### src/rtl/fifo_sync_param_if.sv
// Write/read handshake, fill status and error flags of fifo_sync_param.
// master = producer/consumer side, slave = FIFO side.
interface fifo_sync_param_if #(
  parameter int WIDTH = 32,
  parameter int DEPTH = 16
);
  logic                         wr_en;
  logic [WIDTH-1:0]             wr_data;
  logic                         rd_en;
  logic [WIDTH-1:0]             rd_data;
  logic                         rd_valid;
  logic                         full;
  logic                         empty;
  logic                         almost_full;
  logic                         almost_empty;
  logic [$clog2(DEPTH+1)-1:0]   level;
  logic                         clr_err;
  logic                         overflow;
  logic                         underflow;

  modport master (
    output wr_en, wr_data, rd_en, clr_err,
    input  rd_data, rd_valid, full, empty, almost_full, almost_empty,
           level, overflow, underflow
  );

  modport slave (
    input  wr_en, wr_data, rd_en, clr_err,
    output rd_data, rd_valid, full, empty, almost_full, almost_empty,
           level, overflow, underflow
  );
endinterface

### src/rtl/fifo_sync_param.sv
// Parametrised single-clock FIFO with optional first-word fall-through,
// fill level, almost-full/empty thresholds and sticky overflow/underflow flags.
module fifo_sync_param #(
  parameter int WIDTH      = 32,
  parameter int DEPTH      = 16,
  parameter int AFULL_LVL  = DEPTH - 2,
  parameter int AEMPTY_LVL = 2,
  parameter int FWFT       = 0
) (
  input logic              clk,
  input logic              rst,
  fifo_sync_param_if.slave bus
);
  localparam int PW = $clog2(DEPTH);
  localparam int LW = $clog2(DEPTH + 1);

  logic [WIDTH-1:0] mem [DEPTH];
  logic [PW-1:0]    w_ptr;
  logic [PW-1:0]    r_ptr;
  logic [LW-1:0]    level_q;
  logic             overflow_q;
  logic             underflow_q;
  logic             full;
  logic             empty;
  logic             wr_acc;
  logic             rd_acc;

  // Status decodes only the registered level, so no input reaches a flag combinationally.
  assign full   = (level_q == LW'(DEPTH));
  assign empty  = (level_q == '0);
  assign wr_acc = bus.wr_en & ~full;
  assign rd_acc = bus.rd_en & ~empty;

  assign bus.full         = full;
  assign bus.empty        = empty;
  assign bus.almost_full  = (level_q >= LW'(AFULL_LVL));
  assign bus.almost_empty = (level_q <= LW'(AEMPTY_LVL));
  assign bus.level        = level_q;
  assign bus.overflow     = overflow_q;
  assign bus.underflow    = underflow_q;

  always_ff @(posedge clk) begin
    if (wr_acc && !rst) mem[w_ptr] <= bus.wr_data;
  end

  always_ff @(posedge clk or posedge rst) begin
    if (rst) begin
      w_ptr       <= '0;
      r_ptr       <= '0;
      level_q     <= '0;
      overflow_q  <= 1'b0;
      underflow_q <= 1'b0;
    end else begin
      if (wr_acc) w_ptr <= (w_ptr == PW'(DEPTH - 1)) ? '0 : w_ptr + 1'b1;
      if (rd_acc) r_ptr <= (r_ptr == PW'(DEPTH - 1)) ? '0 : r_ptr + 1'b1;
      case ({wr_acc, rd_acc})
        2'b10:   level_q <= level_q + 1'b1;
        2'b01:   level_q <= level_q - 1'b1;
        default: level_q <= level_q;
      endcase
      // A new error event takes priority over a coincident clear.
      if (bus.wr_en && full)      overflow_q <= 1'b1;
      else if (bus.clr_err)       overflow_q <= 1'b0;
      if (bus.rd_en && empty)     underflow_q <= 1'b1;
      else if (bus.clr_err)       underflow_q <= 1'b0;
    end
  end

  if (FWFT != 0) begin : g_fwft
    // Head word is presented directly; zero while empty so reset shows rd_data=0.
    assign bus.rd_data  = empty ? '0 : mem[r_ptr];
    assign bus.rd_valid = ~empty;
  end else begin : g_reg
    logic [WIDTH-1:0] rd_data_q;
    logic             rd_valid_q;

    always_ff @(posedge clk or posedge rst) begin
      if (rst) begin
        rd_data_q  <= '0;
        rd_valid_q <= 1'b0;
      end else begin
        rd_valid_q <= rd_acc;
        if (rd_acc) rd_data_q <= mem[r_ptr];
      end
    end

    assign bus.rd_data  = rd_data_q;
    assign bus.rd_valid = rd_valid_q;
  end
endmodule
### src/flat_wrapper.sv
// flat-port wrapper written by rule: the top's interface ports become plain ports
module fifo_sync_param_flat 
#(
  parameter int WIDTH      = 32,
  parameter int DEPTH      = 16,
  parameter int AFULL_LVL  = DEPTH - 2,
  parameter int AEMPTY_LVL = 2,
  parameter int FWFT       = 0
)
  (clk, rst, bus_wr_en, bus_wr_data, bus_rd_en, bus_clr_err, bus_rd_data, bus_rd_valid, bus_full, bus_empty, bus_almost_full, bus_almost_empty, bus_level, bus_overflow, bus_underflow);
  fifo_sync_param_if #(.WIDTH(WIDTH), .DEPTH(DEPTH)) bus_i ();
  input logic clk;
  input logic rst;
  input wire logic [$bits(bus_i.wr_en)-1:0] bus_wr_en;
  input wire logic [$bits(bus_i.wr_data)-1:0] bus_wr_data;
  input wire logic [$bits(bus_i.rd_en)-1:0] bus_rd_en;
  input wire logic [$bits(bus_i.clr_err)-1:0] bus_clr_err;
  output wire logic [$bits(bus_i.rd_data)-1:0] bus_rd_data;
  output wire logic [$bits(bus_i.rd_valid)-1:0] bus_rd_valid;
  output wire logic [$bits(bus_i.full)-1:0] bus_full;
  output wire logic [$bits(bus_i.empty)-1:0] bus_empty;
  output wire logic [$bits(bus_i.almost_full)-1:0] bus_almost_full;
  output wire logic [$bits(bus_i.almost_empty)-1:0] bus_almost_empty;
  output wire logic [$bits(bus_i.level)-1:0] bus_level;
  output wire logic [$bits(bus_i.overflow)-1:0] bus_overflow;
  output wire logic [$bits(bus_i.underflow)-1:0] bus_underflow;
  assign bus_i.wr_en = bus_wr_en;
  assign bus_i.wr_data = bus_wr_data;
  assign bus_i.rd_en = bus_rd_en;
  assign bus_i.clr_err = bus_clr_err;
  assign bus_rd_data = bus_i.rd_data;
  assign bus_rd_valid = bus_i.rd_valid;
  assign bus_full = bus_i.full;
  assign bus_empty = bus_i.empty;
  assign bus_almost_full = bus_i.almost_full;
  assign bus_almost_empty = bus_i.almost_empty;
  assign bus_level = bus_i.level;
  assign bus_overflow = bus_i.overflow;
  assign bus_underflow = bus_i.underflow;
  fifo_sync_param #(.WIDTH(WIDTH), .DEPTH(DEPTH), .AFULL_LVL(AFULL_LVL), .AEMPTY_LVL(AEMPTY_LVL), .FWFT(FWFT)) u_core (.clk(clk), .rst(rst), .bus(bus_i));
endmodule
### config.mk
export PLATFORM = sky130hd
export DESIGN_NAME = fifo_sync_param_flat
export DESIGN_NICKNAME = d
export VERILOG_FILES = /design/src/rtl/fifo_sync_param_if.sv /design/src/rtl/fifo_sync_param.sv /design/src/flat_wrapper.sv
export SDC_FILE = /design/constraint.sdc
export NUM_CORES = 1
export LEC_CHECK = 0
export BUFFER_PORTS_ARGS = -buffer_cell sky130_fd_sc_hd__buf_2
export CORE_ASPECT_RATIO = 2
export CORE_UTILIZATION = 50
export CTS_BUF_LIST = sky130_fd_sc_hd__clkbuf_4
export DETAILED_ROUTE_END_ITERATION = 16
export PLACE_DENSITY = 0.76
export SYNTH_ARGS = -nofsm -noshare
export SYNTH_HDL_FRONTEND = slang
export SYNTH_SLANG_ARGS = --single-unit
export TNS_END_PERCENT = 50
### constraint.sdc
create_clock -name clk -period 4.3 [get_ports clk]
set_input_delay 0.645 -clock clk [delete_from_list [all_inputs] [get_ports clk]]
set_output_delay 0.645 -clock clk [all_outputs]
set_load 0.005 [all_outputs]
==> metrics.md, run 1 <==
| Metric | Value |
|---|---|
| Status | `finished, final reports clean` |
| Die area | `0.0437 sq mm` |
| Share of cells above drive strength 1 | `35.8%` |
| Yosys cell types | `46` |
| Async S/R FF share, synth | `8.57%` |
| Worst Path Max Fanout | `12` |
| Min Tclk post-route | `between 3000 and 4000 ps` |
| FP Rows | `106` |
| Placeable Area | `0.0420 sq mm` |
| CTS tree | `built` |
| Lkg Pwr | `8.08 nW` |
| Max Clk Rate | `between 300 and 400 MHz` |
| Clock-pin slew on the worst setup and hold paths | `~70 ps` |
| Insertion delay of the later-clocked pin in the worst-skew pair | `820 ps` |
| VDD IR max | `0.000313 V` |
| Max-Cap Viols | `0` |
| Critical Path Sink Type | `flop` |
| CTS Buf Count | `110` |
| Sum of negative setup slack | `0 ps` |
| Buf+Inv Stages, Crit Path | `1` |
| Largest net degree at the start of global routing | `61` |
| Worst slack at placement | `1040 ps` |
| Pwr per Cell Area | `about 590 mW/mm^2` |
| Global-route total usage across every layer | `21.6%` |
| DP Wirelength | `24,800 um` |
| H-Tree Depth | `3` |
| Initial antenna violation count | `3` |
| Die height | `295 um` |
| First-pass GRT wire length | `slightly below 70,000 um` |
| Finished Cell Area | `0.0241 sq mm` |
| CP arrival | `3900 ps` |
| Layout Nets | `1,187` |
| Drt total wl | `44,600 um` |
| Share of the yosys chip area belonging to registers | `between 70% and 80%` |
| Pin slew with the least headroom to its limit | `roughly 1100 ps` |
| Syn_nets | `between 1,000 and 1,500` |
| Post-Place Cell Area | `between 0.02 and 0.025 sq mm` |
| Setup crit start kind | `flop` |
| Fin. Hold Viols | `0` |
| Synth Instances | `977` |
| Drt wl/cell | `around 25 um` |
| Max incr delay on CP | `between 600 and 700 ps` |
| Starting DRT DRC Count | `about 640` |
| Clk_skew | `~58 ps` |
| Longest Clk Path Bufs | `3` |
| Gpl congestion | `0.806` |
| Setup repair bufs after CTS | `0` |
| Crit Path Class | `flop to flop` |
| Via count | `10,500` |
| Overflow after GRT | `0` |
| Routed Antenna Nets | `0` |
| Cells after DPL | `1,570` |
| Synthesized area per cell | `roughly 22 sq um` |
| Top cell by count, worst path | `ha_1` |
| Critical path required time | `approximately 5000 ps` |
| Worst min path class | `primary input to async pin` |
| Post-synth EDFFs | `around 510` |
| Layout Cells excl Fill | `1,777` |
| Die width | `148 um` |
| Prevailing post-synth register cell | `edfxtp_1` |
| DRC | `0` |
| Relative slew slack | `just under 30%` |
| Yosys warns | `0` |
| Starting density of the core | `50.9%` |
| RSZ-0062 raised after global routing | `no` |
| #FFs+latches synth | `560` |
| Slowest CP cell | `or4b_2` |
| Port Buffers | `80` |
| Worst Setup Slack, final | `1120 ps` |
| Area Growth Syn to Fin | `12.7%` |
| Vias in the first global route | `approximately 11,000` |
| Worst path cell trace | `nor4_1, a21oi_1, inv_1, ha_1, xor2_1, ha_1, or4b_2, a2bb2oi_1, a311oi_1` |
| Initial DRT Pass Iterations | `5` |
| Synthesized area | `0.0214 sq mm` |
| Vias per cell | `5.89` |
| I/O pin count | `81` |
| Max-slew violations | `0` |
| Clock Sinks | `560` |
| Clk root buf | `clkbuf_4` |
| Setup violators final | `0` |
| Period utilisation layout | `74.0%` |
| Worst path top cell family by delay | `compound AO/OA/AOI/OAI gates` |
## state kept, by name, summed over array words and instances (netlist names)
name	flops
u_core.bus.rd_data	32
u_core.bus.level	5
u_core.bus.underflow	1
u_core.bus.rd_valid	1
u_core.mem	512
u_core.bus.overflow	1
u_core.r_ptr	4
u_core.w_ptr	4
## worst register-to-register path, stage by stage (launching register included)
cell       delay (ps)
dfrtp_1           590
nor4_1            150
a21oi_1           380
inv_1             160
ha_1              340
xor2_1            180
ha_1              220
or4b_2            610
a2bb2oi_1         160
a311oi_1          290
## cells in the mapped netlist, drive strengths merged (3+ instances only)
cell type / n / share of area [%]
edfxtp: 512 / 72
mux2i: 64 / 3.0
o221ai: 32 / 1.3
xnor2: 3 / 0.12
clkbuf: 21 / 0.37
xor2: 3 / 0.12
ha: 7 / 0.41
a21oi: 5 / 0.12
dfrtp: 48 / 5.6
nand2: 48 / 0.85
buf: 34 / 0.79
a21o: 3 / 0.11
nor3: 7 / 0.16
o21ai: 6 / 0.14
nor2: 14 / 0.25
inv: 10 / 0.18
mux4: 128 / 13
nand3: 3 / 0.070
nand2b: 4 / 0.13
## cell usage in the layout (no fill, tap or decap), types with 5 or more instances in the layout
cell / synthesis / final
clkinv_1: 0 / 27
o21ai_0: 6 / 6
buf_2: 21 / 80
bufinv_16: 0 / 5
ha_1: 7 / 7
clkinv_2: 0 / 15
nor2_4: 0 / 12
a21oi_1: 5 / 5
dfrtp_1: 48 / 45
nand2_1: 47 / 47
mux2i_1: 64 / 64
inv_1: 9 / 8
buf_4: 4 / 24
mux4_2: 128 / 128
clkbuf_4: 0 / 155
edfxtp_1: 512 / 512
o221ai_1: 32 / 32
## per-layer routing
metal,GRT usage [%],routed length [um],vias to the layer above
li1,-,-,4498
met1,24.3,15800,5468
met2,39.5,25100,413
met3,3.90,2460,88
met4,9.71,1270,2
met5,0,13,-
## cell type report
cell class | instances | area (sq um)
timing repair buffer | 109 | 671
clock inverter | 49 | 334
antenna | 2 | 5.00
clock buffer | 155 | 1160
inverter | 10 | 37.5
fill | 2944 | 17900
sequential | 560 | 16600
tap | 540 | 676
multi-input combinational | 352 | 4660
## report_power, final
part / internal [W] / total (W) / switching [W]
combinational: 0.00173 / 0.00348 / 0.00174
sequential: 0.00639 / 0.00689 / 0.000499
clock: 0.00198 / 0.00391 / 0.00193
## what timing repair did
action                                 4_1_cts  5_1_grt
endpoints found under the hold margin        2        0
hold buffers                                 1        0
resized for setup                            0        0
## metrics by stage
step                      util (%)  power [W]  hold slack, ps
after floorplan                  -    0.00935             480
after global placement        53.8     0.0105             469
after detailed placement      53.8     0.0105             471
after CTS                     57.4     0.0144            17.5
after global routing          57.4     0.0149            76.2
final                         57.4     0.0143            50.5
## worst paths after layout
check | from | end | slack [ps] | cells after the start
max reg2reg | u_core.bus.level[1] | u_core.bus.level[4] | 1120 | 9
min in group clk | bus_rd_en | u_core.bus.rd_valid | 170 | 3
max | u_core.bus.level[1] | u_core.bus.level[4] | 1120 | 9
min | rst | u_core.bus.underflow | 50 | 2
max in group asynchronous | rst | u_core.bus.rd_data[22] | 3340 | 3
min reg2reg | u_core.bus.rd_data[6] | u_core.bus.rd_data[6] | 490 | 2
## cells by family after synthesis
group           count (synthesis)  share of synthesized area, %
mux                           193                          16.5
compound gates                 58                          2.19
simple gates                   88                          1.89
xor+xnor                        6                         0.246
fa+ha+maj                       7                         0.409
flops                         560                          77.4
buf+inv                        65                          1.33
Power figures use the tool's default switching activity.
==> run 2, diff against run 1 <==
--- a/config.mk
+++ b/config.mk
@@ -10,7 +10,7 @@
 export CORE_UTILIZATION = 50
 export CTS_BUF_LIST = sky130_fd_sc_hd__clkbuf_4
 export DETAILED_ROUTE_END_ITERATION = 16
-export PLACE_DENSITY = 0.76
+export PLACE_DENSITY = 0.78
 export SYNTH_ARGS = -nofsm -noshare
 export SYNTH_HDL_FRONTEND = slang
 export SYNTH_SLANG_ARGS = --single-unit
==> constraint.sdc (replaced) <==
create_clock -name clk -period 2.63 [get_ports clk]
set_input_delay 0.3945 -clock clk [delete_from_list [all_inputs] [get_ports clk]]
set_output_delay 0.3945 -clock clk [all_outputs]
set_load 0.005 [all_outputs]
==> metrics.md, run 2 (synthesis results as in run 1) <==
| Metric | Value |
|---|---|
| VDD IR max | `0.000457 V (+46%)` |
| Vias in the first global route | `12,000 (+5.1%)` |
| Pin slew with the least headroom to its limit | `763 ps (-301 ps)` |
| Longest Clk Path Bufs | `3 (unchanged)` |
| Max Clk Rate | `377 MHz (+20%)` |
| CP arrival | `3330 ps (-570 ps)` |
| Layout Cells excl Fill | `1,879 (+5.7%)` |
| Setup repair bufs after CTS | `0 (unchanged)` |
| Clock Sinks | `560 (unchanged)` |
| Fillers | `2,871 (-2.5%)` |
| Vias per cell | `5.82 (-1.1%)` |
| Area of the multi-input gates | `0.00474 sq mm (+1.7%)` |
| Initial DRT Pass Iterations | `7 (+2)` |
| Clk root buf | `clkbuf_4` |
| Lkg Pwr | `8.65 nW (+7.0%)` |
| Clk_skew | `62.4 ps (+4.37 ps)` |
| I/O pin count | `81 (unchanged)` |
| CTS tree | `built` |
| Failing checks | `negative setup slack` |
| Routed Antenna Nets | `0 (unchanged)` |
| H-Tree Depth | `3 (unchanged)` |
| Share of the core filled with cells | `60.6% (+3.2 points)` |
| Number of flip-flops in the largest register | `512 (unchanged)` |
| Placeable Area | `0.0420 sq mm (unchanged)` |
| Pwr per Cell Area | `937 mW/mm^2 (+58%)` |
| CTS Buf Count | `115 (+4.5%)` |
| Share of cells above drive strength 1 | `39.0% (+3.2 points)` |
| Largest Register | `u_core.mem` |
| Worst r2r path cells | `10 (+1)` |
| Insertion delay of the later-clocked pin in the worst-skew pair | `850 ps (+30 ps)` |
| Layout Nets | `1,282 (+8.0%)` |
| Setup crit start kind | `flop` |
| Max-slew violations | `0 (unchanged)` |
| Relative slew slack | `49.1% (+20 points)` |
| First-pass GRT wire length | `70,100 um (+2.7%)` |
| Starting density of the core | `50.9% (unchanged)` |
| Area Growth Syn to Fin | `18.9%` |
| Clock-pin slew on the worst setup and hold paths | `60 ps (about the same)` |
| Largest net degree at the start of global routing | `52 (-15%)` |
| Final Hold Slack | `327 ps (+276 ps)` |
| DRC | `0 (unchanged)` |
| Starting DRT DRC Count | `688 (+6.8%)` |
| Overflow after GRT | `0 (unchanged)` |
| Critical Path Sink Type | `flop` |
| Die width | `148 um (unchanged)` |
| Min Tclk post-route | `2650 ps (-532 ps)` |
| Fin. Hold Viols | `0 (unchanged)` |
| Setup violators final | `1 (+1)` |
| Status | `finished with violations` |
| FP Rows | `106 (unchanged)` |
| Worst min path class | `primary input to flop` |
| Die area | `0.0437 sq mm (unchanged)` |
| Cells after DPL | `1,623 (+3.4%)` |
| Max-Cap Viols | `0 (unchanged)` |
| Global-route total usage across every layer | `22.3% (+0.67 points)` |
| Critical path required time | `3310 ps (-1710 ps)` |
| Via count | `10,900 (+4.5%)` |
| FF+latch area | `0.0166 sq mm (unchanged)` |
| Commonest non-fill, non-tap cell in the layout | `edfxtp_1` |
| Port Buffers | `80 (unchanged)` |
| Drt wl/cell | `24.7 um (-1.7%)` |
| Initial antenna violation count | `3 (unchanged)` |
| Drt total wl | `46,400 um (+4.0%)` |
| Most frequent cells in the layout | `edfxtp_1, clkbuf_4, mux4_2` |
| Worst Setup Slack, final | `-21.3 ps (-1140 ps)` |
| Period utilisation layout | `101% (+27 points)` |
| Die height | `295 um (unchanged)` |
| Worst Path Max Fanout | `2 (-10)` |
| Gpl congestion | `0.785 (-2.6%)` |
| Crit Path Class | `flop to flop` |
| Worst slack at placement | `-57.5 ps (-1090 ps)` |
| DP Wirelength | `27,800 um (+12%)` |
| RSZ-0062 raised after global routing | `yes` |
| Hold path depth | `3` |
-- run 2: critical path, cell delays in order (launching register included) --
cell and delay, ps:
dfrtp_1 390, or3_4 420, o31ai_4 220, inv_2 90, ha_4 170, xor2_1 140, ha_2 200, or4b_4 480
a2bb2oi_2 180, o21ai_1 170, a311oi_2 50
-- run 2: metal layers --
| layer | vias to the layer above | track usage [%] | wire length, um |
|---|---|---|---|
| met4 | 2 | 10.5 | 1420 |
| met3 | 97 | 4.07 | 2480 |
| li1 | 4685 | - | - |
| met1 | 5734 | 25.4 | 16700 |
| met5 | - | 0 | 13 |
| met2 | 427 | 40.2 | 25700 |
-- run 2: layout make-up --
| type | instances | area share, % |
|---|---|---|
| repair buffers | 199 | 7.40 |
| multi-input cells | 352 | 18.6 |
| diodes | 2 | 0.0197 |
| clock inverters | 38 | 0.776 |
| flip-flops and latches | 560 | 65.1 |
| well taps | 540 | 2.65 |
| clock buffers | 178 | 5.25 |
| inverters | 10 | 0.147 |
-- run 2: metrics by stage --
step | total power (W) | instance area (sq um) | TNS, ps
2_1_floorplan | 0.0154 | 21500 | -84900
3_3_place_gp | 0.0175 | 23500 | -4.40
3_5_place_dp | 0.0177 | 23500 | -57.5
4_1_cts | 0.0241 | 25400 | -24.0
5_1_grt | 0.0250 | 25500 | -112
6_report | 0.0239 | 25500 | -21.3
-- run 2: path summary, 6_finish.rpt --
path	from	end	slack, ps
min in group asynchronous	rst	u_core.bus.rd_valid	620
worst max register to register	u_core.bus.level[3]	u_core.bus.level[4]	-20
max in group asynchronous	rst	u_core.bus.rd_data[31]	1380
worst min-delay path	bus_clr_err	u_core.bus.underflow	330
worst min register to register	u_core.bus.rd_data[10]	u_core.bus.rd_data[10]	480
worst max-delay path	u_core.bus.level[3]	u_core.bus.level[4]	-20
-- run 2: power by group --
part | total [W] | switching (W) | internal, W
Sequential | 0.0111 | 0.000674 | 0.0104
Clock | 0.00638 | 0.00318 | 0.00320
Combinational | 0.00636 | 0.00308 | 0.00328
-- run 2: repair_timing --
action / 4_1_cts / 5_1_grt
pin swaps: 1 / 2
endpoints found under the hold margin: 564 / 0
resized for setup: 4 / 4
endpoints found under the setup margin: 3 / 2
hold buffers: 38 / 0
